[config.mk]
export PLATFORM = sky130hd
export DESIGN_NAME = deserializador4b
export DESIGN_NICKNAME = d
export VERILOG_FILES = /design/src/rtl/registro_pkg.sv /design/src/rtl/deserializador4b_fifo_rx.sv /design/src/rtl/deserializador4b.sv
export SDC_FILE = /design/constraint.sdc
export NUM_CORES = 1
export LEC_CHECK = 0
export ABC_AREA = 1
export CORE_UTILIZATION = 52
export CTS_BUF_LIST = sky130_fd_sc_hd__clkbuf_4
export DETAILED_ROUTE_END_ITERATION = 8
export GPL_TIMING_DRIVEN = 1
export MAX_ROUTING_LAYER = met4
export PLACE_DENSITY = 0.87
export SLEW_MARGIN = 25
export SYNTH_ARGS = -nofsm -noshare
export SYNTH_HDL_FRONTEND = slang
export SYNTH_SLANG_ARGS = --single-unit
[constraint.sdc]
create_clock -name clk -period 2.7 [get_ports clk]
set_clock_uncertainty 0.2 [all_clocks]
set_input_delay 0.54 -clock clk [delete_from_list [all_inputs] [get_ports clk]]
set_output_delay 0.54 -clock clk [all_outputs]
set_load 0.01 [all_outputs]
[src/rtl/registro_pkg.sv]
// Shared definitions for the serial link: FSM states, bit-order codes and
// default geometry of the receiver.
package registro_pkg;

  localparam int WIDTH_DEF = 4;
  localparam int DEPTH_DEF = 2;

  localparam logic DIR_MSB_FIRST = 1'b0;
  localparam logic DIR_LSB_FIRST = 1'b1;

  typedef enum logic {
    ST_IDLE = 1'b0,
    ST_RECV = 1'b1
  } state_t;

endpackage

[src/rtl/deserializador4b_fifo_rx.sv]
// Small synchronous word FIFO; the head entry is always visible on head, so
// a pop at edge N exposes the next word right after that edge.
module fifo_rx #(
  parameter int WIDTH = 4,
  parameter int DEPTH = 2
) (
  input  logic             clk,
  input  logic             reset_L,
  input  logic             push,
  input  logic [WIDTH-1:0] din,
  input  logic             pop,
  output logic [WIDTH-1:0] head,
  output logic             full,
  output logic             empty
);

  localparam int PTR_W = $clog2(DEPTH);
  localparam int CNT_W = $clog2(DEPTH + 1);

  logic [WIDTH-1:0] mem_q [DEPTH];
  logic [PTR_W-1:0] wr_q, rd_q;
  logic [CNT_W-1:0] cnt_q;
  logic             do_push, do_pop;

  assign full    = (cnt_q == CNT_W'(DEPTH));
  assign empty   = (cnt_q == '0);
  assign do_pop  = pop && !empty;
  // A push into a full FIFO is only taken when the head leaves at the same edge.
  assign do_push = push && (!full || do_pop);
  assign head    = mem_q[rd_q];

  always_ff @(posedge clk or negedge reset_L) begin
    if (!reset_L) begin
      for (int i = 0; i < DEPTH; i++) mem_q[i] <= '0;
      wr_q  <= '0;
      rd_q  <= '0;
      cnt_q <= '0;
    end else begin
      if (do_push) begin
        mem_q[wr_q] <= din;
        wr_q        <= wr_q + PTR_W'(1);
      end
      if (do_pop) rd_q <= rd_q + PTR_W'(1);
      cnt_q <= cnt_q + {{(CNT_W-1){1'b0}}, do_push} - {{(CNT_W-1){1'b0}}, do_pop};
    end
  end

endmodule

[src/rtl/deserializador4b.sv]
// Serial-to-parallel receiver: frames the incoming bit stream into WIDTH-bit
// words in either bit order and queues them for a valid/ready consumer.
module deserializador4b
  import registro_pkg::*;
#(
  parameter int WIDTH = WIDTH_DEF,
  parameter int DEPTH = DEPTH_DEF
) (
  input  logic             clk,
  input  logic             reset_L,
  input  logic             enb,
  input  logic             dir,
  input  logic             s_in,
  input  logic             s_valid,
  input  logic             start,
  output logic [WIDTH-1:0] q,
  output logic             q_valid,
  input  logic             q_ready,
  output logic             busy,
  output logic             overflow
);

  localparam int CNT_W = (WIDTH > 2) ? $clog2(WIDTH) : 1;
  localparam logic [CNT_W-1:0] LAST = CNT_W'(WIDTH - 1);

  state_t           state_q, state_d;
  logic [CNT_W-1:0] bit_cnt_q, bit_cnt_d, cnt_base;
  logic [WIDTH-1:0] sh_q, sh_d;
  logic             overflow_q, overflow_d;
  logic             push, pop, full, empty;

  always_ff @(posedge clk or negedge reset_L) begin
    if (!reset_L) begin
      state_q    <= ST_IDLE;
      bit_cnt_q  <= '0;
      sh_q       <= '0;
      overflow_q <= 1'b0;
    end else begin
      state_q    <= state_d;
      bit_cnt_q  <= bit_cnt_d;
      sh_q       <= sh_d;
      overflow_q <= overflow_d;
    end
  end

  // start realigns the frame first, so a bit arriving with it lands as bit 0.
  always_comb begin
    state_d   = state_q;
    bit_cnt_d = bit_cnt_q;
    sh_d      = sh_q;
    cnt_base  = bit_cnt_q;
    push      = 1'b0;
    if (enb) begin
      if (start) begin
        state_d  = ST_RECV;
        cnt_base = '0;
      end
      bit_cnt_d = cnt_base;
      if (s_valid && (state_q == ST_RECV || start)) begin
        if (dir == DIR_MSB_FIRST) sh_d = {sh_q[WIDTH-2:0], s_in};
        else                      sh_d = {s_in, sh_q[WIDTH-1:1]};
        if (cnt_base == LAST) begin
          push      = 1'b1;
          bit_cnt_d = '0;
        end else begin
          bit_cnt_d = cnt_base + CNT_W'(1);
        end
      end
    end
  end

  assign pop        = q_valid && q_ready;
  assign overflow_d = overflow_q || (push && full && !pop);

  fifo_rx #(
    .WIDTH(WIDTH),
    .DEPTH(DEPTH)
  ) u_fifo (
    .clk    (clk),
    .reset_L(reset_L),
    .push   (push),
    .din    (sh_d),
    .pop    (pop),
    .head   (q),
    .full   (full),
    .empty  (empty)
  );

  assign q_valid  = !empty;
  assign busy     = (state_q == ST_RECV) && (bit_cnt_q != '0);
  assign overflow = overflow_q;

endmodule

==> metrics.log <==
INFO  metric run_status = complete, no violations
INFO  metric portBuffers = 14
INFO  metric core_region_area = ~1800 um2
INFO  metric worst_skew_pair.late_latency = around 300 ps
INFO  metric initial_utilization = 0.583
INFO  metric finalHoldViolCount = 0
INFO  metric die-area = about 2200 um2
INFO  metric power.share.clock = 0.171
INFO  metric worst_setup_path_end_kind = output port
INFO  metric synth_warnings = 0
INFO  metric syn-mean-instance-area = between 7 and 8 um2
INFO  metric postCtsHoldBufs = 0
INFO  metric drive_above_1_share = 0.0987
INFO  metric fraction_of_power_consumed_by_combinational_cells = 0.336
INFO  metric synth_top_cell_area_share = 0.477
INFO  metric pwr-share-seq = 0.492
INFO  metric grt.overflow.total = 0
INFO  metric initial_antenna_violation_count = 0
INFO  metric route.vias.total = 900
INFO  metric report.final.slew_viol_count = 0
INFO  metric p_leak = around 0.67 nW
INFO  metric worst-r2r-cell-count = 8
INFO  metric power.share.switching = 0.367
INFO  metric areaGrowthSynthToFinish = 18.0%
INFO  metric ios = 15
INFO  metric h-tree-depth = 1
INFO  metric reg2reg_to = u_fifo.wr_q
INFO  metric drt_first_iter_violations = 18
INFO  metric clk_transition_reported_paths = roughly 100 ps
INFO  metric min_delay_path_depth = 2
INFO  metric drtAntennaViolNets = 0
INFO  metric min_from = u_fifo.mem_q[5]
INFO  metric commonest_non_fill_non_tap_cell_in_the_layout = sky130_fd_sc_hd__nand2_1
INFO  metric synth_area = 1050 um2
INFO  metric first_global_vias = between 800 and 900
INFO  metric cellInternalPower = between 500 and 600 uW
INFO  metric fmax = 439 MHz
INFO  metric rsz0062_at_grt = no
INFO  metric beginning_of_the_critical_path = u_fifo.rd_q
INFO  metric min_path_type = reg2reg
INFO  metric setup_viol = 0
INFO  metric worst_slew_pin_slew = ~340 ps
INFO  metric net_count_of_the_mapped_netlist = roughly 150
INFO  metric netlist_instances = 135
INFO  metric final_cell_mix = sky130_fd_sc_hd__nand2_1 (61), sky130_fd_sc_hd__dfrtp_1 (20), sky130_fd_sc_hd__inv_1 (14), sky130_fd_sc_hd__nand3_1 (14), sky130_fd_sc_hd__clkdlybuf4s50_1 (14)
INFO  metric critical-path-slowest-cell = sky130_fd_sc_hd__clkdlybuf4s50_1
INFO  metric yosys.area.top_type = sky130_fd_sc_hd__dfrtp_1
INFO  metric maximum_number_of_pins_on_one_net_before_global_route_repair = 21
INFO  metric cts.sinks = 20
INFO  metric period_share = 0.844
INFO  metric place_ws = approximately 350 ps
INFO  metric power.ir.vdd_worst = between 0.0004 and 0.0005 V
INFO  metric max-clock-path-buffers = 2
INFO  metric r2r_setup_slack = 1040 ps
INFO  metric route.final.wire_length = 2100 um
INFO  metric cts_resized = 0
INFO  metric finalCoreUtilization = 0.688
INFO  metric final.setup.tns = 0 ps
INFO  metric crit_fanout = 5
INFO  metric clock_root_buffer_master = sky130_fd_sc_hd__clkbuf_4
INFO  metric gp_congestion = between 0.8 and 0.9
INFO  metric detailedRoute.firstPassIterationCount = 4
INFO  metric criticalPathCategory = reg2out
INFO  metric nature_of_the_critical_path_startpoint = flip-flop
INFO  metric grt_pass1_wl = about 3400 um
INFO  metric die_y = roughly 47 um
INFO  metric synthTopCellsByArea = sky130_fd_sc_hd__dfrtp_1 (48%), sky130_fd_sc_hd__nand2_1 (22%), sky130_fd_sc_hd__nand3_1 (6.7%), sky130_fd_sc_hd__inv_1 (5.0%), sky130_fd_sc_hd__nand3_2 (2.9%)
INFO  metric post_cts_buffers = 0
INFO  metric timing.rr.start = bit_cnt_q[1]
INFO  metric cts_buffers = 3
INFO  metric worst_slack = 422 ps
INFO  metric synth.lib_cells_used.distinct = 21
INFO  metric cts_tree = done
INFO  metric route.detailed.wl_per_inst = around 12 um
INFO  metric critical_path_required = approximately 2000 ps
INFO  metric viasPerCell = slightly above 5
INFO  metric grt.total_usage = 0.231
INFO  metric min_period = approximately 2300 ps
INFO  metric num_antenna_cells = 0
INFO  metric maxCapViolations = 0
INFO  metric part_of_the_yosys_area_used_for_sequential_elements = 0.477
INFO  metric dieWidth = around 47 um
INFO  metric drc_errors = 0
INFO  metric critical_path.most_common_cell = sky130_fd_sc_hd__nand2_1
INFO  metric nets = between 150 and 200
INFO  metric power_density = between 600 and 700 nW/um2
INFO  metric p_switching = 306 uW
INFO  metric maxSlewHeadroom = 0.769
INFO  metric ff_latch_count_synth = 20
INFO  metric worst_path_cell_chain = inv_1 -> nand2_1 -> nand2_1 -> clkdlybuf4s50_1
INFO  metric dpl.hpwl = 1650 um
INFO  metric arrival = between 1500 and 2000 ps
INFO  metric hold_end = u_fifo.mem_q[5]
INFO  metric placementRows = 15
INFO  metric critPathMaxStageDelay = 530 ps
## synthesized netlist by cell type, drive strengths merged
library cell / n
nand2: 62
xnor2: 1
dfrtp: 20
ha: 2
o21ai: 2
nand4: 1
nand3: 17
xor2: 1
o21bai: 1
a31oi: 1
buf: 2
inv: 16
nor2: 7
a21oi: 1
nor3: 1
## flip-flops by register name (all words and copies together) (netlist names)
register      flops
bit_cnt_q         2
overflow          1
sh_q              4
state_q           1
u_fifo.cnt_q      2
u_fifo.mem_q      8
u_fifo.rd_q       1
u_fifo.wr_q       1
## power groups by stage
| stage | sequential (mW) | clock, mW | combinational [mW] |
|---|---|---|---|
| 3_5_place_dp | 0.415 | 0 | 0.283 |
| 6_report | 0.411 | 0.143 | 0.281 |
| 4_1_cts | 0.410 | 0.145 | 0.285 |
| 2_1_floorplan | 0.403 | 0 | 0.183 |
| 3_3_place_gp | 0.411 | 0 | 0.267 |
| 5_1_grt | 0.417 | 0.154 | 0.322 |
## critical path: cells and delay by family, from the launching register on
kind          cells  cell delay, ps
buf+inv           2             680
flops             1             430
simple gates      2             140
## cell type report
cell class / count / area, um2
Clock buffer: 3 / 22.5
Clock inverter: 1 / 3.75
Tap cell: 25 / 31.3
Fill cell: 157 / 563
Sequential cell: 20 / 500
Timing Repair Buffer: 15 / 148
Multi-Input combinational cell: 97 / 473
Inverter: 16 / 60.1
## worst max path at each step
| stage | end | slack, ps | cells after the start |
|---|---|---|---|
| 6_report | q[1] | 420 | 4 |
| 5_1_grt | q[3] | 320 | 4 |
| 4_1_cts | q[1] | 410 | 4 |
| 3_5_place_dp | u_fifo.wr_q | 350 | 8 |
| 3_3_place_gp | u_fifo.wr_q | 450 | 8 |
| 2_1_floorplan | u_fifo.mem_q[0] | 1100 | 7 |
## per-stage QoR
| step | hold WS (ps) | instances | instance area (um2) | total power [mW] |
|---|---|---|---|---|
| 4_1_cts | 295 | 177 | 1240 | 0.840 |
| 3_5_place_dp | 269 | 173 | 1210 | 0.697 |
| 6_report | 293 | 177 | 1240 | 0.835 |
| 5_1_grt | 318 | 177 | 1240 | 0.893 |
| 2_1_floorplan | 44.4 | 135 | 1050 | 0.586 |
| 3_3_place_gp | 269 | 173 | 1210 | 0.678 |
## cells by family (layout without fill, tap and decap cells)
logic type,Yosys count,after routing,synth area share
DFF,20,20,0.477
buffers and inverters,18,35,0.0727
and+or+nand+nor,88,88,0.383
xor gates and xnor gates,2,2,0.0167
adders and majority gates,2,2,0.0238
AOI/OAI and AO/OA,5,5,0.0274
## per-layer routing
metal | vias to the layer above | GRT usage | wire length (um)
met1 | 422 | 0.289 | 966
met4 | 0 | 0.0686 | 31
li1 | 457 | - | -
met3 | 5 | 0.0231 | 50
met5 | - | - | 0
met2 | 16 | 0.394 | 1050
Note: power is estimated with default switching activity, not from simulation.
